[config.mk]
export PLATFORM = sky130hd
export DESIGN_NAME = ifu_fetch
export DESIGN_NICKNAME = d
export VERILOG_FILES = /design/src/rtl/ifu_pkg.sv /design/src/rtl/ifu_fetch_queue.sv /design/src/rtl/ifu_fetch.sv
export SDC_FILE = /design/constraint.sdc
export NUM_CORES = 1
export LEC_CHECK = 0
export BUFFER_PORTS_ARGS = -buffer_cell sky130_fd_sc_hd__clkbuf_2
export CORE_UTILIZATION = 46
export CTS_BUF_LIST = sky130_fd_sc_hd__clkbuf_4
export CTS_CLUSTER_DIAMETER = 40
export DETAILED_ROUTE_END_ITERATION = 10
export MAX_ROUTING_LAYER = met4
export PLACE_DENSITY = 0.67
export RECOVER_POWER = 100
export SLEW_MARGIN = 20
export SYNTH_ARGS = -nofsm -noshare
export SYNTH_HDL_FRONTEND = slang
export SYNTH_HIERARCHICAL = 1
export SYNTH_SLANG_ARGS = --single-unit
[constraint.sdc]
create_clock -name clk -period 3.2 [get_ports clk]
set_clock_uncertainty 0.2 [all_clocks]
set_input_delay 0.96 -clock clk [delete_from_list [all_inputs] [get_ports clk]]
set_output_delay 0.96 -clock clk [all_outputs]
set_load 0.005 [all_outputs]
[src/rtl/ifu_pkg.sv]
// Shared types and constants for the instruction-fetch unit.
//   fetch_state_e : fetch sequencer states
//   FAULT_*       : fault codes carried with each fetched instruction
//   fq_entry_t    : fetch-queue entry at the default widths (32-bit inst, 64-bit pc)
package ifu_pkg;

  typedef enum logic [2:0] {
    ST_IDLE,
    ST_REQ,
    ST_WAIT,
    ST_DROP,
    ST_HALT
  } fetch_state_e;

  localparam logic [1:0] FAULT_NONE     = 2'd0;
  localparam logic [1:0] FAULT_ACCESS   = 2'd1;
  localparam logic [1:0] FAULT_MISALIGN = 2'd2;

  localparam logic [63:0] DEFAULT_RESET_PC = 64'h0000_0000_8000_0000;

  typedef struct packed {
    logic [31:0] inst;
    logic [63:0] pc;
    logic [1:0]  fault;
  } fq_entry_t;

endpackage

[src/rtl/ifu_fetch_queue.sv]
// Circular FIFO of fetched instructions between the fetch sequencer and decode.
// Ports:
//   clk, rst_n          clock, async active-low reset
//   push, push_data     write one entry (ignored when full)
//   pop                 consume the head entry (ignored when empty)
//   flush               drop all entries; wins over push and pop
//   head                registered head entry, zero when empty
//   count, full, empty  occupancy
module fetch_queue
  import ifu_pkg::*;
#(
  parameter type entry_t = fq_entry_t,
  parameter int  DEPTH   = 4
) (
  input  logic                     clk,
  input  logic                     rst_n,
  input  logic                     push,
  input  entry_t                   push_data,
  input  logic                     pop,
  input  logic                     flush,
  output entry_t                   head,
  output logic [$clog2(DEPTH):0]   count,
  output logic                     full,
  output logic                     empty
);

  localparam int PW = $clog2(DEPTH);
  localparam int CW = PW + 1;
  localparam logic [CW-1:0] FULL_CNT = CW'(DEPTH);

  entry_t          mem_q [DEPTH];
  entry_t          mem_d [DEPTH];
  logic [PW-1:0]   wr_ptr_q, wr_ptr_d;
  logic [PW-1:0]   rd_ptr_q, rd_ptr_d;
  logic [CW-1:0]   count_q, count_d;
  logic            do_push;
  logic            do_pop;

  assign full  = (count_q == FULL_CNT);
  assign empty = (count_q == '0);
  assign count = count_q;
  // Gate the head so an empty queue presents zeros rather than stale data.
  assign head  = empty ? '0 : mem_q[rd_ptr_q];

  always_comb begin
    mem_d    = mem_q;
    wr_ptr_d = wr_ptr_q;
    rd_ptr_d = rd_ptr_q;
    count_d  = count_q;
    do_push  = push && !full;
    do_pop   = pop && !empty;
    if (flush) begin
      wr_ptr_d = '0;
      rd_ptr_d = '0;
      count_d  = '0;
    end else begin
      if (do_push) begin
        mem_d[wr_ptr_q] = push_data;
        wr_ptr_d        = wr_ptr_q + PW'(1);
      end
      if (do_pop) begin
        rd_ptr_d = rd_ptr_q + PW'(1);
      end
      count_d = count_q + CW'(do_push) - CW'(do_pop);
    end
  end

  always_ff @(posedge clk or negedge rst_n) begin
    if (!rst_n) begin
      for (int i = 0; i < DEPTH; i++) begin
        mem_q[i] <= '0;
      end
      wr_ptr_q <= '0;
      rd_ptr_q <= '0;
      count_q  <= '0;
    end else begin
      mem_q    <= mem_d;
      wr_ptr_q <= wr_ptr_d;
      rd_ptr_q <= rd_ptr_d;
      count_q  <= count_d;
    end
  end

endmodule

[src/rtl/ifu_fetch.sv]
// Decoupled instruction-fetch front end: owns the fetch PC, keeps at most one
// request outstanding on the imem channel, applies execute redirects and
// buffers fetched instructions for decode.
// Ports:
//   clk, rst_n                          clock, async active-low reset
//   redirect_valid, redirect_pc         restart fetch at a new PC
//   imem_req_valid/ready/addr           request channel
//   imem_resp_valid/data/err            response channel (always accepted)
//   inst_valid/ready, inst, inst_pc,    decode channel (queue head)
//   inst_fault                          0 none, 1 access, 2 misaligned
//
// state | meaning
// IDLE  | first cycle after reset, no request yet
// REQ   | presenting a request for fetch_pc (or trapping a misaligned PC)
// WAIT  | request accepted, waiting for its response
// DROP  | redirected while a request was in flight; discard its response
// HALT  | misaligned PC reported; idle until the next redirect
module ifu_fetch
  import ifu_pkg::*;
#(
  parameter int               XLEN     = 64,
  parameter int               ILEN     = 32,
  parameter logic [XLEN-1:0]  RESET_PC = DEFAULT_RESET_PC[XLEN-1:0],
  parameter int               FQ_DEPTH = 4
) (
  input  logic             clk,
  input  logic             rst_n,
  input  logic             redirect_valid,
  input  logic [XLEN-1:0]  redirect_pc,
  output logic             imem_req_valid,
  input  logic             imem_req_ready,
  output logic [XLEN-1:0]  imem_req_addr,
  input  logic             imem_resp_valid,
  input  logic [ILEN-1:0]  imem_resp_data,
  input  logic             imem_resp_err,
  output logic             inst_valid,
  input  logic             inst_ready,
  output logic [ILEN-1:0]  inst,
  output logic [XLEN-1:0]  inst_pc,
  output logic [1:0]       inst_fault
);

  localparam int CNT_W = $clog2(FQ_DEPTH) + 1;

  typedef struct packed {
    logic [ILEN-1:0] inst;
    logic [XLEN-1:0] pc;
    logic [1:0]      fault;
  } entry_t;

  fetch_state_e     state_q, state_d;
  logic [XLEN-1:0]  fetch_pc_q, fetch_pc_d;
  logic [XLEN-1:0]  req_pc_q, req_pc_d;

  logic             req_valid;
  logic             req_fire;
  logic             fq_push;
  entry_t           fq_push_data;
  entry_t           fq_head;
  logic [CNT_W-1:0] fq_count;
  logic             fq_full;
  logic             fq_empty;

  assign imem_req_valid = req_valid;
  assign imem_req_addr  = fetch_pc_q;
  assign req_fire       = req_valid && imem_req_ready;

  always_comb begin
    state_d      = state_q;
    fetch_pc_d   = fetch_pc_q;
    req_pc_d     = req_pc_q;
    req_valid    = 1'b0;
    fq_push      = 1'b0;
    fq_push_data = '0;

    case (state_q)
      ST_IDLE: state_d = ST_REQ;
      ST_REQ: begin
        if (fetch_pc_q[1:0] != 2'b00) begin
          // Report the bad PC through the queue instead of issuing a request.
          if (!fq_full) begin
            fq_push      = 1'b1;
            fq_push_data = '{inst: '0, pc: fetch_pc_q, fault: FAULT_MISALIGN};
            state_d      = ST_HALT;
          end
        end else begin
          // A free slot is guaranteed for the response since only one
          // request is ever in flight.
          req_valid = !fq_full;
          if (req_valid && imem_req_ready) begin
            req_pc_d   = fetch_pc_q;
            fetch_pc_d = fetch_pc_q + XLEN'(4);
            state_d    = ST_WAIT;
          end
        end
      end
      ST_WAIT: begin
        if (imem_resp_valid) begin
          fq_push      = 1'b1;
          fq_push_data = '{inst:  imem_resp_data,
                           pc:    req_pc_q,
                           fault: imem_resp_err ? FAULT_ACCESS : FAULT_NONE};
          state_d      = ST_REQ;
        end
      end
      ST_DROP: begin
        if (imem_resp_valid) begin
          state_d = ST_REQ;
        end
      end
      ST_HALT: state_d = ST_HALT;
      default: state_d = ST_IDLE;
    endcase

    if (redirect_valid) begin
      fetch_pc_d = redirect_pc;
      fq_push    = 1'b0;
      case (state_q)
        ST_REQ:  state_d = req_fire ? ST_DROP : ST_REQ;
        ST_WAIT: state_d = imem_resp_valid ? ST_REQ : ST_DROP;
        ST_DROP: state_d = ST_DROP;
        default: state_d = ST_REQ;
      endcase
    end
  end

  always_ff @(posedge clk or negedge rst_n) begin
    if (!rst_n) begin
      state_q    <= ST_IDLE;
      fetch_pc_q <= RESET_PC;
      req_pc_q   <= '0;
    end else begin
      state_q    <= state_d;
      fetch_pc_q <= fetch_pc_d;
      req_pc_q   <= req_pc_d;
    end
  end

  fetch_queue #(
    .entry_t (entry_t),
    .DEPTH   (FQ_DEPTH)
  ) u_fetch_queue (
    .clk       (clk),
    .rst_n     (rst_n),
    .push      (fq_push),
    .push_data (fq_push_data),
    .pop       (inst_ready),
    .flush     (redirect_valid),
    .head      (fq_head),
    .count     (fq_count),
    .full      (fq_full),
    .empty     (fq_empty)
  );

  assign inst_valid = !fq_empty;
  assign inst       = fq_head.inst;
  assign inst_pc    = fq_head.pc;
  assign inst_fault = fq_head.fault;

  a_count_range: assert property (@(posedge clk) disable iff (!rst_n)
    fq_count <= CNT_W'(FQ_DEPTH));

endmodule

Word level (Yosys, flattened, before mapping)
Cells that the tools add are included.
{ "totals": {"reg_bits": 530, "in_bits": 103, "output_inout_bits": 164, "word_cells": 95} }
{ "classes": {"n_eq_ne": 9, "magnitude_cmp": 3, "add_sub_neg": 5, "bitwise": 4, "n_reduce_logical": 19, "mux": 37} }
{ "op_table": {"columns": ["operator", "n"], "rows": [
  ["two-way mux 98 bit", 5],
  ["bitwise mux 392 bit", 1],
  ["two-way mux 64 bit", 4],
  ["binary-select mux 98 bit (select 2 bit)", 1],
  ["demux 98 bit (select 2 bit)", 1],
  ["case mux 98 bit (2 select lines)", 1],
  ["two-way mux 66 bit", 2],
  ["adder 64 x 3 -> 64 bit, second input constant", 1],
  ["two-way mux 3 bit", 6],
  ["two-way mux 2 bit", 6],
  ["case mux 3 bit (4 select lines)", 1],
  ["nonzero test 2 bit", 5],
  ["AND reduction 3 bit", 3],
  ["!= test 4 bit, second input constant", 2],
  ["two-way mux 1 bit", 7],
  ["== test 3 x 2 -> 1 bit, second input constant", 2],
  ["== test 3 bit, second input constant", 2],
  ["greater-or-equal comparator 3 bit, second input constant", 2],
  ["logical NOT 3 bit", 2],
  ["inverter 2 -> 3 bit", 2],
  ["case mux 2 bit (3 select lines)", 1],
  ["logical AND 1 bit", 5],
  ["adder 2 x 1 -> 2 bit, second input constant", 2],
  ["adder 3 x 1 -> 3 bit", 1],
  ["other kinds (10)", 12]
]} }

Longest topological paths before layout
Gate-level depths: netlist (run 1).
{ "depth": {"depth_word": 9, "ltp_mapped": 17, "depth_no_buf": 16} }

By module
The synthesis (run 1) kept the hierarchy.
{ "by_module_without_submodules": {"columns": ["module", "cells_each", "area_per_inst_um2", "seq_area_each_um2", "n_inst"], "rows": [
  ["fetch_queue", 1105, 18263.8, 9984.6, 1],
  ["ifu_fetch", 893, 7498.4, 3279.4, 1]
]} }

Worst setup path after synthesis (run 1)
Ideal clock, no wire load.
{ "synth_path": {"kind": "input to register", "start": "in redirect_valid", "end": "reg u_fetch_queue.count_q[2] (netlist: u_fetch_queue/count[2])", "cell_stages": 14, "setup_slack_ps": -383, "arrival_ps": 3297, "n_path_buf": 3, "setup_time_ps": 86, "required_ps": 2914, "cell_sequence": "clkbuf_1 > buf_1 > buf_1 > nor2_1 > and2_1 > inv_1 > ha_1 > inv_1 > ha_1 > inv_1 > fa_1 > xor2_1 > and2_1 > nor3_1"} }
{ "synth_via": {"elab_chain_len": 5} }
{ "synth_rtl": {"columns": ["item", "line", "rtl"], "rows": [
  ["from (decl)", "ifu_fetch.sv:28", "input logic redirect_valid,"],
  ["two-way mux 1 bit", "ifu_fetch.sv:115", "if (redirect_valid) begin"],
  ["via fq_push", "ifu_fetch.sv:57", "logic fq_push;"],
  ["logical AND 1 bit", "ifu_fetch_queue.sv:50", "do_push = push && !full;"],
  ["adder 3 x 1 -> 3 bit", "ifu_fetch_queue.sv:64", "count_d = count_q + CW'(do_push) - CW'(do_pop);"],
  ["subtractor 3 x 1 -> 3 bit", "ifu_fetch_queue.sv:64", null],
  ["two-way mux 3 bit", "ifu_fetch_queue.sv:52", "if (flush) begin"],
  ["via u_fetch_queue.count_d[2]", "ifu_fetch_queue.sv:35", "logic [CW-1:0] count_q, count_d;"],
  ["to (signal assigned)", "ifu_fetch_queue.sv:80", "count_q <= count_d;"],
  ["to (decl)", "ifu_fetch_queue.sv:35", null]
]} }
The timed path passes the listed nets, and every way through them passes these cells.
A chain may end at the register's enable or synchronous reset.

Worst setup path in the final report (run 1)
{ "layout_path": {"start": "reg u_fetch_queue.rd_ptr_q[0]", "end": "out inst_pc[26]"} }
{ "layout_via": {"elab_chain_len": 5} }
{ "layout_rtl": {"columns": ["item", "line", "rtl"], "rows": [
  ["from (decl)", "ifu_fetch_queue.sv:34", "logic [PW-1:0] rd_ptr_q, rd_ptr_d;"],
  ["from (signal assigned)", "ifu_fetch_queue.sv:79", "rd_ptr_q <= rd_ptr_d;"],
  ["inverter 2 -> 3 bit (not written as such)", "ifu_fetch_queue.sv:43", "assign head = empty ? '0 : mem_q[rd_ptr_q];"],
  ["binary-select mux 98 bit (select 2 bit)", "ifu_fetch_queue.sv:43", null],
  ["two-way mux 98 bit (not written as such) (2 in a row)", "ifu_fetch_queue.sv:43", null],
  ["two-way mux 98 bit", "ifu_fetch_queue.sv:43", null],
  ["to (decl)", "ifu_fetch.sv:39", "output logic [XLEN-1:0] inst_pc,"]
]} }
Every way passes these cells. The select of a mux whose other input is x is not followed.

==> results of run 1 <==
==> worst min path at each step <==
stage | from | to | slack, ps
4_1_cts | redirect_pc[55] | imem_req_addr[55] | 8
3_3_place_gp | req_pc_q[4] | req_pc_q[4] | 260
2_1_floorplan | req_pc_q[25] | req_pc_q[25] | 250
3_5_place_dp | req_pc_q[15] | req_pc_q[15] | 260
6_report | redirect_pc[39] | imem_req_addr[39] | 100
5_1_grt | redirect_pc[39] | imem_req_addr[39] | 20
==> per-stage QoR <==
| step | power, mW | hold slack [ps] | area [sq um] |
|---|---|---|---|
| finish | 21.8 | 103 | 31500 |
| global route | 23.0 | 16.8 | 31500 |
| CTS | 22.0 | 7.90 | 31600 |
| detailed placement | 15.0 | 263 | 28800 |
| global placement | 14.8 | 258 | 28800 |
| floorplan | 12.5 | 247 | 25800 |
==> worst register-to-register path: cells and delay by family, from the launching register on <==
family / cells / cell delay [ps]
AND/OR/NAND/NOR: 5 / 2200
AO/OA/AOI/OAI: 1 / 180
buffers and inverters: 3 / 500
flip-flops: 1 / 390
==> repair_timing <==
| action | CTS | global route |
|---|---|---|
| endpoints found under the hold margin | 109 | 0 |
| endpoints found under the setup margin | 100 | 102 |
| buffers inserted | 14 | 4 |
| resized for setup | 38 | 24 |
| hold buffers | 58 | 0 |
| pin swaps | 1 | 3 |
| cloned | 5 | 1 |
==> flip-flops by register name (all words and copies together) (netlist names) <==
signal and flops:
u_fetch_queue/rd_ptr_q 2, state_q 3, imem_req_addr 64, u_fetch_queue/mem_q 392
u_fetch_queue/count 3, req_pc_q 64, u_fetch_queue/wr_ptr_q 2
==> per-layer routing <==
metal | routed length [um] | vias up
li1 | - | 8278
met1 | 31100 | 9729
met2 | 34800 | 725
met3 | 4700 | 136
met4 | 1750 | 0
met5 | 0 | -
==> cells in the final DEF (no fill, tap or decap), types with 39 or more instances in the layout <==
| master | count |
|---|---|
| nor2_1 | 54 |
| a22o_1 | 64 |
| nand2_1 | 245 |
| clkbuf_1 | 43 |
| dlygate4sd3_1 | 58 |
| mux4_2 | 98 |
| clkbuf_4 | 223 |
| and2_1 | 39 |
| clkbuf_2 | 262 |
| mux2_2 | 316 |
| nor2b_1 | 80 |
| mux2_4 | 80 |
| dfrtp_1 | 527 |
==> logic make-up after synthesis <==
group                    count (synthesis)  share of synthesized area, %
AND/OR/NAND/NOR                        603                          12.1
flip-flops                             530                          51.5
multiplexers                           496                          27.1
AO/OA/AOI/OAI                          172                          4.94
buffers and inverters                  167                          3.16
XOR/XNOR                                22                         0.748
adder cells (fa/ha/maj)                  8                         0.418
==> power groups by stage <==
stage | logic (mW) | clock network (mW) | registers [mW]
final | 6.95 | 6.19 | 8.64
after global routing | 7.46 | 6.76 | 8.78
after CTS | 6.98 | 6.37 | 8.62
after detailed placement | 6.20 | 0 | 8.79
after global placement | 6.08 | 0 | 8.71
after floorplan | 3.99 | 0 | 8.50
==> synth_stat cells (3+ instances only) <==
library cell	number	area, sq um
xnor2_1	14	123
a221o_1	7	70.1
o41ai_1	5	43.8
buf_2	48	240
buf_6	16	180
and2_1	41	257
dfrtp_1	529	13200
inv_1	14	52.6
nor2_1	55	206
nand4_1	29	181
clkbuf_2	3	15.0
mux2_2	316	3560
buf_1	12	45.0
nand4b_1	4	35.0
o21ai_0	32	160
nand3_1	14	70.1
nor3_1	18	90.1
a21oi_1	5	25.0
clkbuf_1	73	274
o31ai_1	16	120
nand2_1	245	920
mux4_2	98	2210
a22o_1	64	561
nand3_2	3	30.0
nor2b_1	102	638
ha_1	7	87.6
xor2_1	8	70.1
mux2_4	80	1200
and3_1	17	106
or4_1	23	173
a31oi_1	29	181
nor4_1	14	87.6
or3_1	7	43.8
nor3b_1	5	37.5
o211ai_1	7	52.6
and4_1	13	114
==> area by class of cell <==
type / count / area, sq um
diodes: 6 / 15.0
inverters: 14 / 55.1
repair buffers: 463 / 3510
fillers: 4559 / 23700
clock buffers: 216 / 1620
multi-input cells: 1301 / 11900
clock inverters: 39 / 238
flip-flops and latches: 530 / 13300
well taps: 748 / 936
==> results.yml, run 1 <==
setup_path:
  r2r-start: "u_fetch_queue/count[2]"
  reg2reg_setup_slack_ps: -360
  crit_chain: "buf_12 > buf_16 > mux4_2 > nor2b_1 > clkbuf_2"
  path_max_fanout: 16
  endpoint_kind: "primary output"
  slowest_stage: "mux4_2"
  required_ps: 2040
  crit_buf_inv: 3
  arrival_ps: 2610
  cp.depth: 5
  max_stage_delay_ps: 570
  endpoint: "inst_pc[26]"
  rr_worst_depth: 9
  rr_endpoint: "imem_req_addr[42]"
  critPathLaunchType: "register"
  crit_type: "reg2out"
  startpoint: "u_fetch_queue/rd_ptr_q[0]"
  critPathTopFamily: "multiplexers"
synth:
  synth-main-ff-cell: "dfrtp_1"
  async_flop_share_pct: 100
  ys_seq_area_share_pct: 51.5
  synth_cells: 1998
  avgSynthCellArea_sq_um: 12.9
  ys_ff_latch: 530
  synth.distinct_cells: 56
  synth.cell_area_sq_um: 25800
  synth_nets: 2109
  synth_edf_count: 0
  ys_warn_count: 6
floorplan:
  io_pins: 267
  rows: 86
  start_util_pct: 46.7
  die_h_um: 239
  die_w_um: 239
  design.core.area_sq_um: 55200
  die_area_sq_um: 57000
sta:
  slew_violations: 0
  slew-limit-headroom_pct: 12.5
  setup_viol: 312
  setup_slack_ps: -572
  max_freq_ghz: 0.265
  rsz0062_at_grt: "true"
  fin_crit_sh_pct: 118
  hold_violations: 0
  worst_pin_slew_ps: 1310
  fin_tns_setup_ps: -62930
  fin_crit_ps: 3770
power:
  pwr-share-clk_pct: 28.4
  pwr-share-comb_pct: 31.9
  leakagePower_nw: 14.8
  vdd_drop_max_uv: 469
  internal_power_mw: 14.7
  powerDensity_nw_per_um2: 691
  power.switching_mw: 7.09
  swShare_pct: 32.6
  p_seq_share_pct: 39.7
routing:
  ant_nets: 0
  dr.pass1.iters: 5
  drc_errors: 0
  vias: 18900
  routed_wirelength_um: 72400
  wl_per_cell_um: 21.8
  viasPerCell: 5.69
  drtIter0Drc: 1177
global_routing:
  antenna_found_initial: 2
  grt_max_degree: 93
  first_global_vias: 20100
  grt_pass1_wl_um: 114000
  grt_overflow: 0
  top_usage_layer: "met2"
  use_met3_pct: 6.06
  grtUsageMet2_pct: 41.3
  grt_usage_pct: 26.9
  use_met1_pct: 35.0
final_layout:
  drive_gt1_share_pct: 44.2
  fin_cells: 3317
  areaGrowthSynthToFinish_pct: 22.3
  nets: 2569
  fin_util_pct: 57.1
clock_tree:
  cts.sinks: 530
  cts-root-buf: "clkbuf_4"
  cts_buffers: 148
  cts_tree: "done"
  cts_buffer_depth: 3
  clk_pin_slew_ps: 60
  htreeDepth: 4
  clk_latency_ps: 990
outcome:
  violations: "setup timing"
  status: "finished, violations left"
place:
  place_inst: 2976
  place.detailed.hpwl_um: 46100
  portBuffers: 266
  post-place-ws_ps: -95.7
  place.gp.congestion: 0.898
flow_run:
  maxCapViolations: 0
hold_path:
  hold_path.class: "in2reg"
  min_path_cells: 3
No activity file was read; power rests on OpenSTA's default activity.
==> run 2: changes to the inputs <==
CORE_UTILIZATION = 30   (was 46)
PLACE_DENSITY = default   (was 0.67)
==> results.yml, run 2 <==
outcome:
  status: "stopped before the end"
  haltStage: "5_2_route"
  error: "[ERROR DRT-0255] Maze Route cannot find path of net clk in worker of routeBox ( 241500 0 ) ( 295040 48300 )."
synth:
  synth.area.top_cells: "dfrtp_1 51%, mux2_2 14%, mux4_2 8.6%"
  synth_nets: 2109
  synth_cells: 1998
  synth.distinct_cells: 56
  async_flop_share_pct: 100
  ys_warn_count: 6
  synth_edf_count: 0
  yosysTopAreaCell: "dfrtp_1"
  synth_common_cells: "529 x dfrtp_1, 316 x mux2_2, 245 x nand2_1, 102 x nor2b_1, 98 x mux4_2"
  synth.cell_area_sq_um: 25800
  ys_ff_latch: 530
  yosysMostFrequentCell: "dfrtp_1"
  avgSynthCellArea_sq_um: 12.9
  synth-main-ff-cell: "dfrtp_1"
  ys_seq_area_share_pct: 51.5
  synth_top_area_share_pct: 51.4
clock_tree:
  cts_buffers: 148
  cts-root-buf: "clkbuf_4"
  htreeDepth: 4
  cts_buffer_depth: 3
  cts.sinks: 530
global_routing:
  antenna_found_initial: 9
  grt_usage_pct: 18.8
  first_global_vias: 20200
  grt_max_degree: 97
  grt_overflow: 0
  grt_pass1_wl_um: 121000
floorplan:
  die_w_um: 295
  io_pins: 267
  start_util_pct: 30.3
  die_h_um: 295
  rows: 107
sta:
  worstEpCategory: "top-level output"
  grt-worst-endpoint: "inst[26]"
place:
  post-place-ws_ps: -186
  portBuffers: 266
  place.detailed.hpwl_um: 51600
  place_area_sq_um: 29300
  place.gp.congestion: 0.878
run 2: cell counts after synthesis:
No cell type changed its count.
run 2: what timing repair did:
item,in CTS,in global routing
hold buffers,62,0
gates resized for setup,38,33
cloned,6,4
endpoints found under the hold margin,281,0
pin swaps,1,2
endpoints found under the setup margin,100,413
setup buffers,21,7
run 2: cells by family after synthesis:
logic type / Yosys count / share of synthesized area, %
AOI/OAI and AO/OA: 172 / 4.94
xor gates and xnor gates: 22 / 0.748
adders and majority gates: 8 / 0.418
buffers and inverters: 167 / 3.16
DFF: 530 / 51.5
muxes: 496 / 27.1
and+or+nand+nor: 603 / 12.1
run 2: routing by layer:
layer and track usage [%]:
met4 7.20, met5 -, met1 24.2, met2 29.2, met3 3.81
run 2: metrics by stage:
| step | std cells | utilization [%] | hold slack, ps | setup TNS (ps) |
|---|---|---|---|---|
| after floorplan | 1998 | - | 247 | -128 |
| after global placement | 3384 | 34.4 | 258 | -27240 |
| after detailed placement | 3384 | 34.4 | 263 | -35110 |
| after CTS | 3711 | 37.8 | 5.83 | -68950 |
| after global routing | 3730 | 37.9 | 35.8 | -260960 |
==> run 3: changes to the inputs <==
CORE_UTILIZATION = 20   (was 30)
CTS_BUF_LIST = default   (was sky130_fd_sc_hd__clkbuf_4)
CTS_CLUSTER_DIAMETER = default   (was 40)
MAX_ROUTING_LAYER = default   (was met4)
PLACE_DENSITY_LB_ADDON = 0.15   (was default)
clock period = 4.2 ns   (was 3.2 ns; I/O delays follow)
==> results.yml, run 3 (synthesis results as in run 1) <==
outcome:
  status: "finished, violations left"
  violations: "capacitance limit, slew limit"
sta:
  setup_slack_ps: 250
  max_freq_ghz: 0.253
  whs_ps: 271
  rsz0062_at_grt: "false"
  slew-limit-headroom_pct: -76.1
  setup_viol: 0
  fin_crit_ps: 3950
  slew_violations: 296
  fin_tns_setup_ps: 0
  fin_crit_sh_pct: 94.0
  worst_pin_slew_ps: 2640
  hold_violations: 0
power:
  finalPower_mw: 17.6
  powerDensity_nw_per_um2: 563
  power.switching_mw: 5.62
  internal_power_mw: 12.0
  pwr-share-comb_pct: 26.4
  vdd_drop_max_uv: 353
  leakagePower_nw: 14.0
  p_seq_share_pct: 37.8
  pwr-share-clk_pct: 35.9
  swShare_pct: 31.9
clock_tree:
  clk_pin_slew_ps: 50
  clk_latency_ps: 630
  cts_buffer_depth: 3
  htreeDepth: 3
  cts.sinks: 530
  cts_buffers: 72
  cts-root-buf: "clkbuf_16"
  hold_buffers: 0
  cts_tree: "done"
global_routing:
  grt_max_degree: 83
  grt_pass1_wl_um: 132000
  antenna_found_initial: 3
  grt_overflow: 0
  top_usage_layer: "met2"
  use_met1_pct: 18.4
  grtUsageMet2_pct: 21.3
  grt_usage_pct: 13.5
  use_met3_pct: 2.63
  first_global_vias: 19100
final_layout:
  top_register: "u_fetch_queue/mem_q"
  mostFrequentLayoutCell: "dfrtp_1"
  fin_util_pct: 24.5
  drive_gt1_share_pct: 34.6
  final_cell_mix: "527 x dfrtp_1, 316 x mux2_2, 245 x nand2_1"
  areaGrowthSynthToFinish_pct: 21.5
  nets: 2362
  stdcell_area_sq_um: 31300
  fin_cells: 3965
  largest_register_ffs: 392
  num_antenna_cells: 0
flow_run:
  maxCapViolations: 5
floorplan:
  start_util_pct: 20.2
  design.core.area_sq_um: 128000
  die_h_um: 361
  die_area_sq_um: 130000
  rows: 131
  die_w_um: 361
  io_pins: 267
place:
  place_area_sq_um: 29300
  portBuffers: 266
  post-place-ws_ps: 255
  place.gp.congestion: 0.787
  place_inst: 3835
  place.detailed.hpwl_um: 57100
routing:
  viasPerCell: 4.40
  routed_wirelength_um: 87900
  drc_errors: 0
  ant_nets: 0
  wl_per_cell_um: 22.2
  dr.pass1.iters: 5
  drtIter0Drc: 913
  vias: 17400
setup_path:
  required_ps: 2740
  path_max_fanout: 7
  arrival_ps: 2490
  crit_type: "reg2out"
  endpoint_kind: "primary output"
  max_stage_delay_ps: 410
  slowest_stage: "dfrtp_1"
  critPathLaunchType: "register"
  crit_chain: "or3b_4 > inv_1 > nor4b_4 > clkbuf_1 > and2_0 > clkbuf_2"
hold_path:
  hold_path.class: "reg2reg"
[run 3: worst paths after layout]
path	startpoint	end	slack, ps	cells after the start
worst max-delay path	u_fetch_queue/count[2]	imem_req_valid	250	6
min in group asynchronous	rst_n	u_fetch_queue/mem_q[158]	1120	1
max in group asynchronous	rst_n	u_fetch_queue/mem_q[148]	630	2
worst max register to register	u_fetch_queue/count[1]	req_pc_q[55]	350	8
worst min register to register	req_pc_q[10]	req_pc_q[10]	270	2
worst min-delay path	req_pc_q[10]	req_pc_q[10]	270	2
[run 3: critical path, delay by kind of cell, from the launching register on]
family / cells / cell delay [ps]
DFF: 1 / 410
and+or+nand+nor: 3 / 850
buffers and inverters: 3 / 600
[run 3: what timing repair did]
action,CTS,global route
setup buffers,1,3
hold endpoints to repair,0,0
setup endpoints to repair,29,2
gates resized for setup,0,0
[run 3: final cells by class]
class | instances | area (sq um)
sequential | 530 | 13300
fill | 13400 | 96400
clock inverter | 21 | 317
multi-input combinational | 1301 | 11500
inverter | 14 | 52.6
clock buffer | 105 | 2110
timing repair buffer | 332 | 1980
tap | 1662 | 2080
[run 3: power by group through the flow]
stage               clock (mW)  sequential (mW)  combinational (mW)
floorplan                    0             6.47                3.03
global placement             0             6.73                4.84
detailed placement           0             6.79                4.90
CTS                       6.58             6.69                4.94
global route              6.77             6.78                5.14
finish                    6.31             6.65                4.64
[run 3: layer usage]
layer	part of all wire, %	vias up
met5	0.036	-
met4	2.6	4
met3	4.1	114
met2	46	357
met1	47	9218
li1	-	7750
